**config.mk**
```make
export PLATFORM = sky130hd
export DESIGN_NAME = counter_monitor
export DESIGN_NICKNAME = d
export VERILOG_FILES = /design/src/rtl/counter_monitor.sv
export SDC_FILE = /design/constraint.sdc
export NUM_CORES = 1
export LEC_CHECK = 0
export CORE_ASPECT_RATIO = 0.8
export CORE_MARGIN = 1.5
export CORE_UTILIZATION = 40
export DETAILED_ROUTE_END_ITERATION = 7
export MAX_ROUTING_LAYER = met4
export PLACE_DENSITY = 0.64
export SLEW_MARGIN = 20
export SYNTH_ARGS = -nofsm -noshare
export SYNTH_HDL_FRONTEND = slang
export SYNTH_SLANG_ARGS = --single-unit
```
**constraint.sdc**
```tcl
create_clock -name clk -period 2.4 [get_ports clk]
set_input_delay 0.6 -clock clk [delete_from_list [all_inputs] [get_ports clk]]
set_output_delay 0.6 -clock clk [all_outputs]
set_load 0.01 [all_outputs]
```
**src/rtl/counter_monitor.sv**
```systemverilog
// counter_monitor
//
// Observer for a free-running WIDTH-bit up-counter. Samples q on every rising
// edge, locks onto the incrementing sequence after LOCK_CNT consecutive
// correct increments, and flags any sample that is not the previous sample
// plus one (mod 2^WIDTH) while locked.
//
// Ports:
//   clk        in   clock; all state updates on the rising edge
//   rst        in   asynchronous active-low reset
//   q          in   observed counter value (WIDTH bits)
//   clr        in   synchronous clear of err_sticky, err_cnt, wrap_cnt
//   locked     out  high while in TRACK
//   err        out  one-cycle pulse per mismatch detected in TRACK
//   err_sticky out  set by any err, held until clr or reset
//   err_cnt    out  saturating mismatch count (ERR_W bits)
//   wrap_cnt   out  saturating count of max-to-0 wraps seen in TRACK
//   state_dbg  out  current FSM state (0 IDLE, 1 SYNC, 2 TRACK)

module counter_monitor #(
    parameter int WIDTH    = 4,
    parameter int LOCK_CNT = 2,
    parameter int ERR_W    = 8
) (
    input  logic             clk,
    input  logic             rst,
    input  logic [WIDTH-1:0] q,
    input  logic             clr,
    output logic             locked,
    output logic             err,
    output logic             err_sticky,
    output logic [ERR_W-1:0] err_cnt,
    output logic [ERR_W-1:0] wrap_cnt,
    output logic [1:0]       state_dbg
);

    typedef enum logic [1:0] {
        IDLE  = 2'd0,
        SYNC  = 2'd1,
        TRACK = 2'd2
    } state_t;

    localparam logic [WIDTH-1:0] Q_MAX    = '1;
    localparam logic [ERR_W-1:0] CNT_MAX  = '1;
    localparam logic [ERR_W-1:0] CNT_ONE  = ERR_W'(1);
    localparam logic [3:0]       LOCK_V   = 4'(LOCK_CNT);

    state_t           state, state_n;
    logic [WIDTH-1:0] prev, prev_n;
    logic [3:0]       good, good_n;
    logic             locked_n, err_n, err_sticky_n;
    logic [ERR_W-1:0] err_cnt_n, wrap_cnt_n;

    logic [WIDTH-1:0] next_val;
    logic             match;
    logic             err_ev;
    logic             wrap_ev;

    // Truncating add: Q_MAX followed by 0 counts as a correct increment.
    assign next_val  = prev + WIDTH'(1);
    assign match     = (q == next_val);
    assign state_dbg = state;

    always_ff @(posedge clk or negedge rst) begin
        if (!rst) begin
            state      <= IDLE;
            prev       <= '0;
            good       <= '0;
            locked     <= 1'b0;
            err        <= 1'b0;
            err_sticky <= 1'b0;
            err_cnt    <= '0;
            wrap_cnt   <= '0;
        end else begin
            state      <= state_n;
            prev       <= prev_n;
            good       <= good_n;
            locked     <= locked_n;
            err        <= err_n;
            err_sticky <= err_sticky_n;
            err_cnt    <= err_cnt_n;
            wrap_cnt   <= wrap_cnt_n;
        end
    end

    always_comb begin
        state_n = state;
        prev_n  = q;
        good_n  = good;
        err_ev  = 1'b0;
        wrap_ev = 1'b0;

        unique case (state)
            IDLE: begin
                good_n  = '0;
                state_n = SYNC;
            end
            SYNC: begin
                if (match) begin
                    good_n = good + 4'd1;
                    if (good + 4'd1 == LOCK_V) begin
                        state_n = TRACK;
                    end
                end else begin
                    good_n = '0;
                end
            end
            TRACK: begin
                if (match) begin
                    wrap_ev = (prev == Q_MAX);
                end else begin
                    // A held value is a mismatch too; drop back and re-lock.
                    err_ev  = 1'b1;
                    good_n  = '0;
                    state_n = SYNC;
                end
            end
            default: begin
                good_n  = '0;
                state_n = IDLE;
            end
        endcase
    end

    // Outputs: an event on the same edge as clr wins over the clear, so the
    // counter lands on 1 rather than 0.
    always_comb begin
        locked_n     = (state_n == TRACK);
        err_n        = err_ev;
        err_sticky_n = err_sticky;
        err_cnt_n    = err_cnt;
        wrap_cnt_n   = wrap_cnt;

        if (clr) begin
            err_sticky_n = err_ev;
            err_cnt_n    = err_ev  ? CNT_ONE : '0;
            wrap_cnt_n   = wrap_ev ? CNT_ONE : '0;
        end else begin
            if (err_ev) begin
                err_sticky_n = 1'b1;
                if (err_cnt != CNT_MAX) begin
                    err_cnt_n = err_cnt + CNT_ONE;
                end
            end
            if (wrap_ev && (wrap_cnt != CNT_MAX)) begin
                wrap_cnt_n = wrap_cnt + CNT_ONE;
            end
        end
    end

endmodule
```
==> results summary, run 1 <==
The flow ran to the end, and the final reports show no timing, DRC or antenna violations. The number of nets still failing antenna checks after routing is 0. The area of the die came out at 0.004188 mm². The startpoint kind of the worst setup timing path is a primary input. By area, the combinational part of the netlist is dominated by simple AND/OR/NAND/NOR gates. TritonCTS built the clock tree.

The maximum fanout along the worst path came out at 6. The required time of the critical path is 2.61 ns. The smallest clock period supported by the final layout is computed as 2.350 ns. The synthesized design contains 0 enable-type register cells. The most used flip-flop cell after synthesis is sky130_fd_sc_hd__dfrtp_1.

The share of the synthesized area in compound gates (AO/OA/AOI/OAI) came out at 13.31%. The sort of element at the end of the critical path is a flip-flop. The core area came out at 0.003542 mm². The arrival time of the worst setup path came out at ~2.6 ns. The count of nets after finishing came out at 213. The detailed router placed about 1300 vias in this run. The final hold violation count is 0. Of the total synthesized cell area, the portion taken by XOR and XNOR cells is 4.601%. For this run the aggregate overflow at the end of global routing stands at 0.

In this run, synthesis produced a sequential element count of 29. CTS built an H-tree with a depth of 2. The worst ir drop on vdd came out at 0.0003234 V. The number of buffers and inverters on the critical path is 2. The clock input transition at the sequential cells of the worst setup and hold paths is roughly 0.06 ns. The horizontal die dimension came out at 71.98 µm. In this run the biggest area consumer among cell types represents 47.66% of the synthesized area. The detailed-routing iteration count for the pre-antenna-repair pass is 4.

By count the netlist is led by sky130_fd_sc_hd__dfrtp_1, sky130_fd_sc_hd__nor2_1, sky130_fd_sc_hd__a21oi_1. The simple-gate area share of the yosys netlist came out at 23.75%. Sorting the synthesized cells by area gives the leading types as sky130_fd_sc_hd__dfrtp_1, sky130_fd_sc_hd__nor2_1, sky130_fd_sc_hd__ha_1. The count of standard-cell rows is 19. Summing every instance area after synthesis gives 0.001523 mm². The vertical extent of the die came out at 58.19 µm. The number of antenna violations at the first check in global routing is 0. The cell family contributing the most delay on the critical path is simple AND/OR/NAND/NOR gates.

The path class of the tightest hold or removal check is reg2reg. The clock root buffer is sky130_fd_sc_hd__clkbuf_8. The synthesized instance count came out at between 150 and 200. The post-route worst hold slack is 0.5499 ns.

Measured against the total synthesized area, the mux share comes to under 10%. The weighted congestion reported at the end of routability-driven placement is 0.8443. The max-slew violation total from the final report is 0. The repair_antennas step left the layout with diodes totalling 0. The worst max-slew margin expressed relative to the limit came out at roughly 66%. Of all cell types, the one taking the most synthesized area is sky130_fd_sc_hd__dfrtp_1. The placed wire-length estimate came out at 2.444 mm. Counting stages on the worst path, the most repeated cell is sky130_fd_sc_hd__xnor2_2. The count of max-cap constraint violations came out at 0. 28 I/O pins were placed. Of the cells placed in the final design, the portion with a size suffix greater than 1 is 18.41%. The via count of the first global-routing pass is approximately 1300. The actual transition at the worst max-transition pin is between 0.5 and 0.6 ns. The leakage power came out at 0.9063 nW. The signal on the critical path passes through clkdlybuf4s50_1 -> xnor2_2 -> xnor2_2 -> or4b_4 -> buf_6 -> or3_4 -> a21oi_2. The startpoint-to-endpoint class of the critical path is in2reg.

The total setup violations reported at the end of the flow came out at 0. The first-pass GRT wire length is 5.961 mm. The maximum clock path buffer count is 2. Buffers inserted during clock tree synthesis total 5. The number of synthesis warnings is 0. The average wire per standard cell came out at 14.44 µm. Using the TritonRoute via totals, the vias-per-cell ratio works out to 5.506. The number of input and output port buffers inserted is 27. For this run, the slowest stage of the critical path takes 0.53 ns. The combined global-route utilization of all metal layers is 19.39%. Setup total negative slack on the finished layout was measured at 0 ns. The total power divided by cell area came out at 475.0 mW/mm². The per-instance average area after synthesis is 9.824 µm². The number of distinct library cells after synthesis is 40.

Of the total synthesized cell area, the portion taken by full adders, half adders and majority gates is 4.108%. The sink count of the clock tree is 29. The number of DRC markers in iteration 0 came out at 71.

Timing would allow up to 0.4255 GHz. The layout overhead on the synthesized area is 37.88%. The post-synthesis async set-or-reset flop share came out at 100.0%. The number of buffers added to fix hold violations after cts came out at 0. Entering global routing, the biggest net connects 30 pins. Synthesis produced a netlist with a net count of roughly 170. The routed design has 3.509 mm of wire.

The final routed DRC violation total came out at 0. The initial utilization of the core area, before any placement, comes to 42.99%. The register area share after synthesis came out at 47.66%.

The largest clock skew in the final design is 0.003720 ns. The most used standard cell by instance count after synthesis is sky130_fd_sc_hd__dfrtp_1. The fraction of the cycle the final worst path needs is 97.92%. The slowest stage of the critical path is the sky130_fd_sc_hd__or4b_4 cell. Setup repair after global routing could not meet its margin everywhere.

The clock latency reported for the late side of the worst-skew pair is roughly 0.28 ns.
[per-stage QoR]
step	area (µm²)	cells	setup WS, ns	power (W)	utilization, %
3_5_place_dp	1947	234	-0.3823	0.0006005	54.96
2_1_floorplan	1523	155	0.09050	0.0005473	-
5_1_grt	2100	243	-0.01200	0.001050	59.27
6_report	2100	243	0.04989	0.0009972	59.27
3_3_place_gp	1947	234	-0.2971	0.0005980	54.96
4_1_cts	2041	241	0.02387	0.001000	57.61
[cell families after synthesis]
kind of cell    count (synthesis)
compound gates                 31
xor+xnor                        8
fa+ha+maj                       5
buf+inv                        12
flops                          29
mux                             5
simple gates                   65
[state kept, by name, summed over array words and instances, names as in the netlist]
signal and flops:
err_cnt 8, prev 4, err 1, err_sticky 1, state_dbg 2, wrap_cnt 8, locked 1, good 4
[worst register-to-register path: cells and delay by family (launching register included)]
| family | cells | cell delay (ns) |
|---|---|---|
| AOI/OAI and AO/OA | 2 | 0.35 |
| DFF | 1 | 0.41 |
| adders and majority gates | 1 | 0.26 |
| buffers and inverters | 1 | 0.15 |
| xor gates and xnor gates | 1 | 0.17 |
| and+or+nand+nor | 2 | 0.93 |
[routing by layer]
layer  wire [µm]  track usage [%]  part of all wire [%]  vias up
li1            -                -                     -      657
met1        1746            25.47                    50      642
met2        1529            28.04                    44       32
met3         192            7.826                   5.5        7
met4          40            4.852                   1.1        0
met5           0                -                     0        -
[layout by cell type, fill, tap and decap left out, types with 3 or more instances in the layout]
| cell type | netlist | layout |
|---|---|---|
| sky130_fd_sc_hd__a21oi_1 | 9 | 8 |
| sky130_fd_sc_hd__a22oi_1 | 3 | 3 |
| sky130_fd_sc_hd__a31oi_1 | 3 | 3 |
| sky130_fd_sc_hd__and3_1 | 6 | 6 |
| sky130_fd_sc_hd__buf_4 | 0 | 16 |
| sky130_fd_sc_hd__clkbuf_8 | 0 | 6 |
| sky130_fd_sc_hd__clkdlybuf4s50_1 | 0 | 24 |
| sky130_fd_sc_hd__dfrtp_1 | 29 | 29 |
| sky130_fd_sc_hd__dlygate4sd2_1 | 0 | 3 |
| sky130_fd_sc_hd__ha_1 | 5 | 3 |
| sky130_fd_sc_hd__inv_1 | 6 | 6 |
| sky130_fd_sc_hd__mux2i_1 | 3 | 3 |
| sky130_fd_sc_hd__nand2_1 | 4 | 4 |
| sky130_fd_sc_hd__nand3_1 | 6 | 6 |
| sky130_fd_sc_hd__nand4_1 | 4 | 4 |
| sky130_fd_sc_hd__nor2_1 | 17 | 17 |
| sky130_fd_sc_hd__nor2b_1 | 5 | 5 |
| sky130_fd_sc_hd__nor3_1 | 4 | 4 |
| sky130_fd_sc_hd__o21ai_0 | 4 | 4 |
| sky130_fd_sc_hd__o31ai_1 | 3 | 3 |
| sky130_fd_sc_hd__or3_1 | 5 | 4 |
| sky130_fd_sc_hd__or4_1 | 4 | 4 |
| sky130_fd_sc_hd__xnor2_2 | 0 | 3 |
[layout make-up]
type	count	area [µm²]
fillers	295	1443
flip-flops and latches	29	725.7
multi-input cells	114	809.5
clock buffers	7	86.33
well taps	42	52.55
inverters	6	22.52
repair buffers	45	402.9
[what timing repair did]
item,in CTS,in global routing
gates cloned,0,1
gates resized for setup,5,7
setup buffers,0,1
endpoints found under the setup margin,5,4
pin swaps,3,6
[final timing paths]
kind / from / end / slack, ns / cells past startpoint
hold / removal: err_sticky / err_sticky / 0.55 / 2
max in group asynchronous: rst / err_cnt[3] / 1.42 / 2
hold reg to reg: err_sticky / err_sticky / 0.55 / 2
setup reg to reg: prev[1] / wrap_cnt[3] / 0.06 / 7
setup / recovery: q[2] / wrap_cnt[3] / 0.05 / 7
min in group asynchronous: rst / prev[2] / 0.71 / 2
[report_power, final]
part           internal (W)  switching, W
registers          0.000495    0.00000640
logic             0.0000494     0.0000516
clock network      0.000227      0.000169
(Power assumes the default switching activity.)
==> run 2: changes to the inputs <==
--- a/config.mk
+++ b/config.mk
@@ -10,7 +10,7 @@
 export CORE_UTILIZATION = 40
 export DETAILED_ROUTE_END_ITERATION = 7
 export MAX_ROUTING_LAYER = met4
-export PLACE_DENSITY = 0.64
+export PLACE_DENSITY = 0.67
 export SLEW_MARGIN = 20
 export SYNTH_ARGS = -nofsm -noshare
 export SYNTH_HDL_FRONTEND = slang
==> results summary, run 2 (synthesis gave the netlist of run 1 again) <==
Run status: finished, final reports clean (unchanged). The top achievable clock speed came out at 0.4268 GHz (was 0.4255 GHz). The count of placed standard cells in the final layout, fillers left out is 244 (was 243).

The arrival time of the worst setup path is 2.56 ns (about the same). The most common cell after layout, fill and taps aside is sky130_fd_sc_hd__dfrtp_1 (unchanged). The total setup violations reported at the end of the flow came out at 0 (unchanged). The area of the multi-input gates came out at 794.5 µm² (was 809.5 µm²). The area of the die is 0.004188 mm² (unchanged). The overall via count from detail_route is 1301 (was 1338). The sink count of the clock tree came out at 29 (unchanged). The layout overhead on the synthesized area is 38.29% (was 37.88%).

Regs by FF count: err_cnt x8, wrap_cnt x8 (unchanged). The maximum clock path buffer count is 2 (unchanged). The combined flip-flop and latch cell area is 725.7 µm² (unchanged).

The kind of path behind the tightest hold check was in2reg (was reg2reg). The share of final-layout standard cells stronger than drive strength 1 came to 18.32% (was 18.41%). The leakage power came out at 0.9185 nW (was 0.9063 nW). The pre-CTS setup slack came out at -0.3549 ns (was -0.3823 ns).

The CTS H-tree depth is 2 (unchanged). The filler cell count is 314 (was 295). The fraction of the cycle the final worst path needs is 97.63% (was 97.92%). The max-slew violation total from the final report came to 0 (unchanged). The launch point of the worst hold path is q[3] (was err_sticky). The maximum fanout along the worst path is 10 (was 6). The worst ir drop on vdd is 0.0003085 V (was 0.0003234 V). The startpoint kind of the worst setup timing path is a primary input (unchanged).

The number of ports placed on the die boundary came out at 28 (unchanged). The TritonCTS buffer count is 5 (unchanged). Commonest cells after routing, fill and taps aside: sky130_fd_sc_hd__dfrtp_1, sky130_fd_sc_hd__clkdlybuf4s50_1, sky130_fd_sc_hd__nor2_1, sky130_fd_sc_hd__buf_4 (was sky130_fd_sc_hd__dfrtp_1, sky130_fd_sc_hd__clkdlybuf4s50_1, sky130_fd_sc_hd__nor2_1, sky130_fd_sc_hd__buf_4, sky130_fd_sc_hd__a21oi_1). The number of input and output port buffers inserted came out at 27 (unchanged).

The average wire per standard cell came out at 13.73 µm (was 14.44 µm). The overall overflow remaining after global route came out at 0 (unchanged). The placed wire-length estimate came to 2.468 mm (was 2.444 mm). The initial core utilization is 42.99% (unchanged). The count of placed standard cells including taps came out at 234 (unchanged). The total routed wirelength was 3.351 mm (was 3.509 mm).

The post-route worst hold slack is 0.4879 ns (was 0.5499 ns). The clock latency reported for the late side of the worst-skew pair came out at 0.28 ns (about the same). The via count of the first global-routing pass is 1262 (was 1286).

The number of antenna violations at the first check in global routing is 0 (unchanged). The launch point of the worst reg-to-reg path is prev[0] (was prev[1]). The number of nets still failing antenna checks after routing came out at 0 (unchanged). The count of nets after finishing came out at 213 (unchanged). The first element of the critical path is q[2] (unchanged). The detail-routed via count per cell came out at 5.332 (was 5.506). The combined global-route utilization of all metal layers is 18.80% (was 19.39%).

The startpoint-to-endpoint class of the critical path is in2reg (unchanged). The actual transition at the worst max-transition pin came to 0.4041 ns (was 0.5027 ns). The horizontal die dimension came out at 71.98 µm (unchanged). The worst hold path depth came out at 1 (was 2). The final routed DRC violation total is 0 (unchanged).

The detailed-routing iteration count for the pre-antenna-repair pass is 4 (unchanged). The number of antenna repair diodes is 0 (unchanged). The post-route minimum period came to 2.343 ns (was 2.350 ns). The final hold violation count came out at 0 (unchanged). The required time of the critical path is 2.61 ns (about the same). The clock root buffer is sky130_fd_sc_hd__clkbuf_8 (unchanged). The pin count of the biggest net entering global routing is 30 (unchanged). The total design power was 0.001046 W (was 0.0009972 W). The sort of element at the end of the critical path was a flip-flop (unchanged).

The number of cells on the worst reg-to-reg path is 8 (was 7). The core area came out at 0.003542 mm² (unchanged). The weighted congestion reported at the end of routability-driven placement is 0.8582 (was 0.8443).

The worst max-slew margin expressed relative to the limit was 72.85% (was 66.38%). The vertical extent of the die was 58.19 µm (unchanged). The first-pass GRT wire length is 5.761 mm (was 5.961 mm). The number of DRC markers in iteration 0 is 77 (was 71). The final worst slack came out at 0.05679 ns (was 0.04989 ns). The count of max-cap constraint violations is 0 (unchanged). The largest clock skew in the final design is 0.005840 ns (was 0.003720 ns). Unrepaired setup endpoints after global routing: no (was yes).

The clock input transition at the sequential cells of the worst setup and hold paths is 0.07 ns (was 0.06 ns). The count of standard-cell rows is 19 (unchanged). The clock tree from TritonCTS was done (unchanged). The number of buffers added to fix hold violations after cts is 0 (unchanged). The total power divided by cell area is 496.8 mW/mm² (was 475.0 mW/mm²).
run 2: where the power goes:
part,internal (W),leakage (nW),switching [W]
combinational,0.0000482,0.474,0.0000498
clock,0.000259,0.0542,0.000189
sequential,0.000494,0.391,0.00000610
run 2: per-layer routing:
metal	up-vias	wire length (µm)	track usage [%]
met3	6	112	4.696
met2	25	1458	26.98
met5	-	0	-
met4	0	50	8.356
li1	657	-	-
met1	613	1729	25.22
run 2: area by class of cell:
cell class                      count  share of cell area [%]
Clock inverter                      1                  0.2377
Multi-Input combinational cell    114                   37.73
Clock buffer                        7                   4.575
Sequential cell                    29                   34.46
Inverter                            6                   1.070
Tap cell                           42                   2.496
Timing Repair Buffer               45                   19.43
run 2: per-stage QoR:
stage / area, µm² / util (%) / setup TNS, ns
after floorplan: 1523 / - / 0
after global placement: 1947 / 54.96 / -3.379
after detailed placement: 1947 / 54.96 / -3.885
after CTS: 2068 / 58.39 / 0
after global routing: 2106 / 59.45 / 0
final: 2106 / 59.45 / 0
run 2: critical path, stage by stage:
cell	delay [ns]
sky130_fd_sc_hd__clkdlybuf4s50_1	0.43
sky130_fd_sc_hd__xnor2_1	0.25
sky130_fd_sc_hd__xnor2_2	0.12
sky130_fd_sc_hd__or4b_4	0.52
sky130_fd_sc_hd__buf_6	0.16
sky130_fd_sc_hd__or3_1	0.32
sky130_fd_sc_hd__a21oi_2	0.15
run 2: timing repair:
item                       CTS  global route
pin swaps                    6             6
gates cloned                 0             0
resized for setup            6             4
setup endpoints to repair    3             3
buffers inserted             1             1
run 2: worst paths after layout:
check	to	slack, ns
hold reg to reg	err_sticky	0.54
max in group asynchronous	err_cnt[7]	1.44
setup reg to reg	wrap_cnt[2]	0.07
setup / recovery	wrap_cnt[2]	0.06
hold / removal	prev[3]	0.49
min in group asynchronous	prev[1]	0.69
